[src/rtl/fib_pkg_amisha.sv]
// rtl/fib_pkg_amisha.sv - shared state encoding, mode codes and seed constants
// Purpose: types and constants used by the Fibonacci/Lucas sequence generator.
// Ports: none (package).
package fib_pkg_amisha;

  typedef enum logic [1:0] {
    ST_IDLE = 2'b00,
    ST_OP   = 2'b01,
    ST_DONE = 2'b10
  } fib_state_t;

  localparam logic [1:0] MODE_FIB    = 2'b00;
  localparam logic [1:0] MODE_LUCAS  = 2'b01;
  localparam logic [1:0] MODE_CUSTOM = 2'b10;

  localparam int unsigned FIB_SEED0 = 0;
  localparam int unsigned FIB_SEED1 = 1;
  localparam int unsigned LUC_SEED0 = 2;
  localparam int unsigned LUC_SEED1 = 1;

endpackage

[src/rtl/fib_add_amisha.sv]
// rtl/fib_add_amisha.sv - W-bit adder with carry out and optional saturation
// Purpose: produces a+b for the sequence datapath; with SATURATE=1 a carry clamps
//   the sum to all-ones.
// Ports: a_amisha/b_amisha (W) operands; sum_amisha (W) result; carry_amisha (1)
//   carry out of the unclamped addition.
module fib_add_amisha #(
  parameter int W        = 20,
  parameter int SATURATE = 0
) (
  input  logic [W-1:0] a_amisha,
  input  logic [W-1:0] b_amisha,
  output logic [W-1:0] sum_amisha,
  output logic         carry_amisha
);

  logic [W-1:0] raw_sum;

  assign {carry_amisha, raw_sum} = {1'b0, a_amisha} + {1'b0, b_amisha};
  assign sum_amisha = ((SATURATE != 0) && carry_amisha) ? {W{1'b1}} : raw_sum;

endmodule

[src/rtl/fib_gen_param_amisha.sv]
// rtl/fib_gen_param_amisha.sv - start/done coprocessor computing term i of s(k)=s(k-1)+s(k-2)
// Purpose: iterative two-seed additive sequence generator (Fibonacci, Lucas, custom)
//   with sticky overflow, optional saturation and abort.
// Ports: clk_amisha, reset_n_amisha (sync active-low); start_amisha, abort_amisha;
//   mode_amisha (2); i_amisha (NW); seed0_amisha/seed1_amisha (W);
//   ready_amisha, done_tick_amisha, ovf_amisha, f_amisha (W).
module fib_gen_param_amisha
  import fib_pkg_amisha::*;
#(
  parameter int W        = 20,
  parameter int NW       = 5,
  parameter int SATURATE = 0
) (
  input  logic          clk_amisha,
  input  logic          reset_n_amisha,
  input  logic          start_amisha,
  input  logic          abort_amisha,
  input  logic [1:0]    mode_amisha,
  input  logic [NW-1:0] i_amisha,
  input  logic [W-1:0]  seed0_amisha,
  input  logic [W-1:0]  seed1_amisha,
  output logic          ready_amisha,
  output logic          done_tick_amisha,
  output logic          ovf_amisha,
  output logic [W-1:0]  f_amisha
);

  fib_state_t    state_q, state_d;
  logic [W-1:0]  t0_q, t0_d;
  logic [W-1:0]  t1_q, t1_d;
  logic [NW-1:0] n_q, n_d;
  logic          ovf_q, ovf_d;

  logic [W-1:0]  s0_sel, s1_sel;
  logic [W-1:0]  sum;
  logic          carry;

  fib_add_amisha #(
    .W        (W),
    .SATURATE (SATURATE)
  ) u_add (
    .a_amisha     (t1_q),
    .b_amisha     (t0_q),
    .sum_amisha   (sum),
    .carry_amisha (carry)
  );

  // Seed selection; mode 11 falls back to Fibonacci.
  always_comb begin
    s0_sel = W'(FIB_SEED0);
    s1_sel = W'(FIB_SEED1);
    case (mode_amisha)
      MODE_LUCAS: begin
        s0_sel = W'(LUC_SEED0);
        s1_sel = W'(LUC_SEED1);
      end
      MODE_CUSTOM: begin
        s0_sel = seed0_amisha;
        s1_sel = seed1_amisha;
      end
      default: ;
    endcase
  end

  always_comb begin
    state_d          = state_q;
    t0_d             = t0_q;
    t1_d             = t1_q;
    n_d              = n_q;
    ovf_d            = ovf_q;
    ready_amisha     = 1'b0;
    done_tick_amisha = 1'b0;
    case (state_q)
      ST_IDLE: begin
        ready_amisha = 1'b1;
        // Seeds and index are latched here, so later input changes cannot
        // disturb the run.
        if (start_amisha) begin
          t0_d    = s0_sel;
          t1_d    = s1_sel;
          n_d     = i_amisha;
          ovf_d   = 1'b0;
          state_d = ST_OP;
        end
      end
      ST_OP: begin
        if (abort_amisha) begin
          state_d = ST_IDLE;
        end else if (n_q == '0) begin
          t1_d    = t0_q;
          state_d = ST_DONE;
        end else if (n_q == NW'(1)) begin
          state_d = ST_DONE;
        end else begin
          // Invariant: t1 holds s(i-n+1), t0 holds s(i-n).
          t1_d = sum;
          t0_d = t1_q;
          n_d  = n_q - NW'(1);
          if (carry) begin
            ovf_d = 1'b1;
            // Sum is already clamped by the adder; finish early.
            if (SATURATE != 0) state_d = ST_DONE;
          end
        end
      end
      ST_DONE: begin
        done_tick_amisha = 1'b1;
        state_d          = ST_IDLE;
      end
      default: state_d = ST_IDLE;
    endcase
  end

  always_ff @(posedge clk_amisha) begin
    if (!reset_n_amisha) begin
      state_q <= ST_IDLE;
      t0_q    <= '0;
      t1_q    <= '0;
      n_q     <= '0;
      ovf_q   <= 1'b0;
    end else begin
      state_q <= state_d;
      t0_q    <= t0_d;
      t1_q    <= t1_d;
      n_q     <= n_d;
      ovf_q   <= ovf_d;
    end
  end

  assign f_amisha   = t1_q;
  assign ovf_amisha = ovf_q;

endmodule

[config.mk]
export PLATFORM = sky130hd
export DESIGN_NAME = fib_gen_param_amisha
export DESIGN_NICKNAME = d
export VERILOG_FILES = /design/src/rtl/fib_pkg_amisha.sv /design/src/rtl/fib_add_amisha.sv /design/src/rtl/fib_gen_param_amisha.sv
export SDC_FILE = /design/constraint.sdc
export NUM_CORES = 1
export LEC_CHECK = 0
export CORE_AREA = 5 5 102 104
export CTS_BUF_LIST = sky130_fd_sc_hd__clkbuf_4
export CTS_CLUSTER_SIZE = 25
export DETAILED_ROUTE_END_ITERATION = 8
export DIE_AREA = 0 0 107 109
export HOLD_SLACK_MARGIN = 0.02
export PLACE_DENSITY = 0.66
export SLEW_MARGIN = 20
export SYNTH_ARGS = -nofsm -noshare
export SYNTH_HDL_FRONTEND = slang
export SYNTH_SLANG_ARGS = --single-unit
[constraint.sdc]
create_clock -name clk_amisha -period 2.02 [get_ports clk_amisha]
set_input_delay 0.404 -clock clk_amisha [delete_from_list [all_inputs] [get_ports clk_amisha]]
set_output_delay 0.404 -clock clk_amisha [all_outputs]
set_load 0.02 [all_outputs]
## After elaboration in Yosys (flattened, before gate mapping)

Cells that the tools add are included.

| word-level totals | value |
|---|---|
| output and inout port bits | 23 |
| register bits after elaboration | 48 |
| input port bits | 51 |

| cells by class | value |
|---|---|
| $add $sub $neg | 2 |
| equal/unequal tests | 12 |
| muxes and demuxes | 30 |
| reductions and logical operators | 7 |

Operator list:

| operator | number |
|---|---|
| $mux 20 | 9 |
| $pmux 20 s2 | 3 |
| $add 20x20->21 | 1 |
| $mux 5 | 4 |
| $ne 2x2->1 const B | 5 |
| $pmux 5 s2 | 1 |
| $mux 2 | 4 |
| $mux 1 | 7 |
| $reduce_and 6->1 | 1 |
| $eq 5x1->1 const B | 1 |
| $logic_not 5->1 | 1 |
| $reduce_and 5->1 | 1 |
| $sub 5x1->5 const B | 1 |
| $eq 2x1->1 const B | 2 |
| $eq 2x2->1 const B | 2 |
| $ne 4x4->1 const B | 1 |
| $pmux 2 s2 | 1 |
| $reduce_and 4->1 | 1 |
| $ne 3x3->1 const B | 1 |
| $logic_not 2->1 | 1 |
| $pmux 1 s2 | 1 |
| $reduce_and 2->1 | 1 |
| $reduce_bool 2->1 | 1 |

## Logic depth before layout (Yosys ltp)

| depth | value |
|---|---|
| depth after elaboration | 6 |
| mapped depth | 10 |
| mapped depth without buffers | 9 |

## Hierarchy

A second synthesis with hierarchy kept.

| unflattened totals | value |
|---|---|
| cell total of the unflattened synthesis | 467 |
| area total of the unflattened synthesis | 3897.5 µm² |

Modules (own cells, without submodules):

| module | area an instance (µm²) | cells each | times used |
|---|---|---|---|
| fib_gen_param_amisha | 2855.2 | 324 | 1 |
| fib_add_amisha | 1042.2 | 143 | 1 |

## Worst setup path before layout

Ideal clock, no wire load.

| path | value |
|---|---|
| kind | register -> register |
| start point | register t1_q[0] (netlist: f_amisha[0]) |
| end point | register t1_q[18] (netlist: f_amisha[18]) |
| stages on the path, launching flop included | 10 |
| slack | -0.336 ns |
| arrival | 2.220 ns |
| path buffers | 0 |
| data required time | 1.884 ns |
| cells stage by stage | dfxtp_1 ha_1 inv_1 fa_1 nor2b_1 o2111ai_1 a21oi_1 o21ai_1 a2111oi_0 a211oi_1 |

| between the ends | value |
|---|---|
| word-level cells in the longest chain between the ends | 5 |

RTL lines:

| item | RTL line | source |
|---|---|---|
| from (decl) | fib_gen_param_amisha.sv:30 | `logic [W-1:0] t1_q, t1_d;` |
| from (signal assigned) | fib_gen_param_amisha.sv:124 | `t1_q <= t1_d;` |
| $add 20x20->21 | fib_add_amisha.sv:18 | `assign {carry_amisha, raw_sum} = {1'b0, a_amisha} + {1'b0, b_amisha};` |
| $mux 20 | fib_gen_param_amisha.sv:92 | `end else if (n_q == NW'(1)) begin` |
| $mux 20 | fib_gen_param_amisha.sv:89 | `end else if (n_q == '0) begin` |
| $mux 20 | fib_gen_param_amisha.sv:87 | `if (abort_amisha) begin` |
| $pmux 20 s2 | fib_gen_param_amisha.sv:73 | `case (state_q)` |

No other way between the ends. The select of a mux whose other input is x is not followed.
A chain may end at the register's enable or synchronous reset.

## Worst setup path in the final report

| path | value |
|---|---|
| start point | register t1_q[0] (netlist: f_amisha[0]) |
| end point | register t1_q[12] (netlist: f_amisha[12]) |

Same word-level chain as after synthesis.

==> qor.txt <==
Wirelength per Cell - 18.01 um
Largest net degree at the start of global routing - 32
Tmin final - 2.179 ns
CP Data Arrival Time - 2.44 ns
First-pass GRT wire length - 21300 um
Post-place instance area - 5196 um2
Clock Pin Slew Worst Setup and Hold Paths - 0.16 ns
Share of the synthesized area in the top cell type - 0.2623
Die height - 109 um
Fraction of layout cells with a size suffix above 1 - 0.2910
Die X - 107 um
# nets final - 721
Ys flop type - dfxtp_1
Top post-synthesis cells by count - 66 x nand2_1, 61 x nor2_1, 48 x dfxtp_1
GRT Resource Usage Total - 0.2284
VDD IR-drop max - 0.3428 mV
RSZ-0062 raised after global routing - yes
Bufs on Longest Clock Path - 2
Hold Crit Class - reg -> reg
Critical Path Sink - f_amisha[12]
Hold Fails Final Rpt - 0
Hold path startpoint - f_amisha[8]
Crit. End Element - flop
Final worst setup slack - -0.1590 ns
Dpl hpwl - 9760 um
Top post-synthesis cells by area - dfxtp_1 26%, ha_1 8.2%, nand2_1 6.8%
Sequential fraction of the synthesis area - 0.2623
DRC errors left - 0
DR vias/cell - 5.804
Final Instance Area - 5693 um2
Placer Congestion - 0.9525
Vias in the first global route - 4328
Starting Density - 0.3873
Synth cell types - 63
Fmax - 0.4589 GHz
Die area - 11660 um2
Final setup violation count - 9
Num CTS Buffers - 5
Setup TNS Final - -0.5364 ns
Post-route clock period utilization - 1.079
CTS tree - yes
WS Path Type - reg -> reg
Reg2reg end - f_amisha[12]
Count leader, synth - nand2_1
CTS Sinks - 48
Clock skew - 0.01305 ns
Slew HR - 0.5682
Htree depth - 2
Number of synthesized register bits - 48
Remaining antenna violation count - 0
Core footprint - 9459 um2
Leak - 2.179 nW
MaxCap Viol Count - 0
Hold_buf cts - 0
Reg-to-reg setup timing slack - -0.16 ns
Cell Area, Synth - 3664 um2
Row count - 36
Slew Limit Fails - 0
Critical path startpoint - f_amisha[0]
Io pins - 74
WP data required - 2.28 ns
Ant diodes - 0
Async SR Flop Fraction - 0
Overflow after GRT - 0
Area leader, netlist - dfxtp_1
Post-Route WL - 13680 um
DR iter-0 viols - 327
Worst-Skew Late Latency - 0.37 ns
Worst Setup Start Kind - flop
Failing checks - negative setup slack
Synthesis warning total - 0
Initial antenna violation count - 0
Synth Net Count - 569
Area delta synth->final - 55.40%
Core Util, Final - 0.6019
Clock Tree Root - clkbuf_4
Cells on worst reg2reg path - 9
Setup WS pre-CTS - -0.3763 ns
Outcome - finished, violations left
Max Fanout on Critical Path - 7
Post-Syn Area per Cell - 7.431 um2
Via total after detailed routing - 4411
# port buffers - 73
EDFF count, synth - 0
Reg-to-Reg Start - f_amisha[0]
Drt first pass iters - 5
Worst Tran Pin Value - 0.6477 ns
Synth Instances - 493
PD cells - 898.3 nW/um2
-- power breakdown --
part | total [W] | switching (W) | internal (W)
logic | 0.00329 | 0.00173 | 0.00156
clock network | 0.000479 | 0.000347 | 0.000132
registers | 0.00134 | 0.000176 | 0.00117
total | 0.00511 | 0.00226 | 0.00286
-- how the worst min path moves through the flow --
stage	end	depth (start not counted)
after floorplan	state_q[1]	1
after detailed placement	t0_q[6]	2
after global placement	t0_q[8]	2
after global routing	t0_q[8]	2
final	t0_q[8]	2
after CTS	t0_q[18]	2
-- metrics by stage --
step | total power [W] | instances | hold WS [ns]
4_1_cts | 0.004826 | 751 | 0.5365
6_report | 0.005114 | 760 | 0.5254
3_3_place_gp | 0.004188 | 739 | 0.5065
2_1_floorplan | 0.003003 | 493 | 0.4825
3_5_place_dp | 0.004247 | 739 | 0.5193
5_1_grt | 0.005473 | 760 | 0.5531
-- final cells by class --
class,instances,area (um2)
clock inverter,3,18.77
multi-input combinational,401,2893
inverter,12,45.04
sequential,48,988.4
fill,871,3766
clock buffer,5,37.54
tap,114,142.6
timing repair buffer,177,1568
-- logic make-up after synthesis --
kind of cell	share of synthesized area
xor gates and xnor gates	0.01434
buffers and inverters	0.05601
DFF	0.2623
and+or+nand+nor	0.2623
AOI/OAI and AO/OA	0.3149
adders and majority gates	0.08743
muxes	0.002732
-- registers in the layout (all words and copies together) (netlist names) --
signal and cells:
t0_q 20, n_q 5, f_amisha 20, state_q 2, ovf_amisha 1
-- layer usage --
metal | part of all wire | global-route usage | vias up
met5 | 0 | 0 | -
met4 | 0.014 | 0.06758 | 0
met3 | 0.066 | 0.02724 | 21
met2 | 0.49 | 0.3943 | 174
met1 | 0.43 | 0.2999 | 2067
li1 | - | - | 2149
-- repair_timing --
action,in CTS,in global routing
resized for setup,20,56
pin swaps,10,24
cloned,1,0
buffers inserted,3,9
setup endpoints to repair,19,27
-- critical path, cell delays in order (launching register included) --
cell	delay [ns]
dfxtp_4	0.39
ha_4	0.16
inv_2	0.05
fa_2	0.22
nor2b_4	0.06
o2111ai_4	0.23
a21oi_4	0.11
o21ai_4	0.36
a2111oi_4	0.12
or3b_1	0.39
-- cells in the final DEF (no fill, tap or decap), drive strengths merged, types with 6 or more instances in the layout --
master	Yosys	final
nor3	11	11
a211oi	11	11
dfxtp	48	48
clkdlybuf4s50	0	71
nor2	61	61
buf	14	104
a21oi	42	42
ha	24	24
o211ai	8	8
a221oi	6	6
nand2	66	66
a21o	8	8
inv	11	11
o21ai	26	26
a31oi	9	9
nand3	28	28
a311oi	23	23
Note: power is estimated with default switching activity, not from simulation.
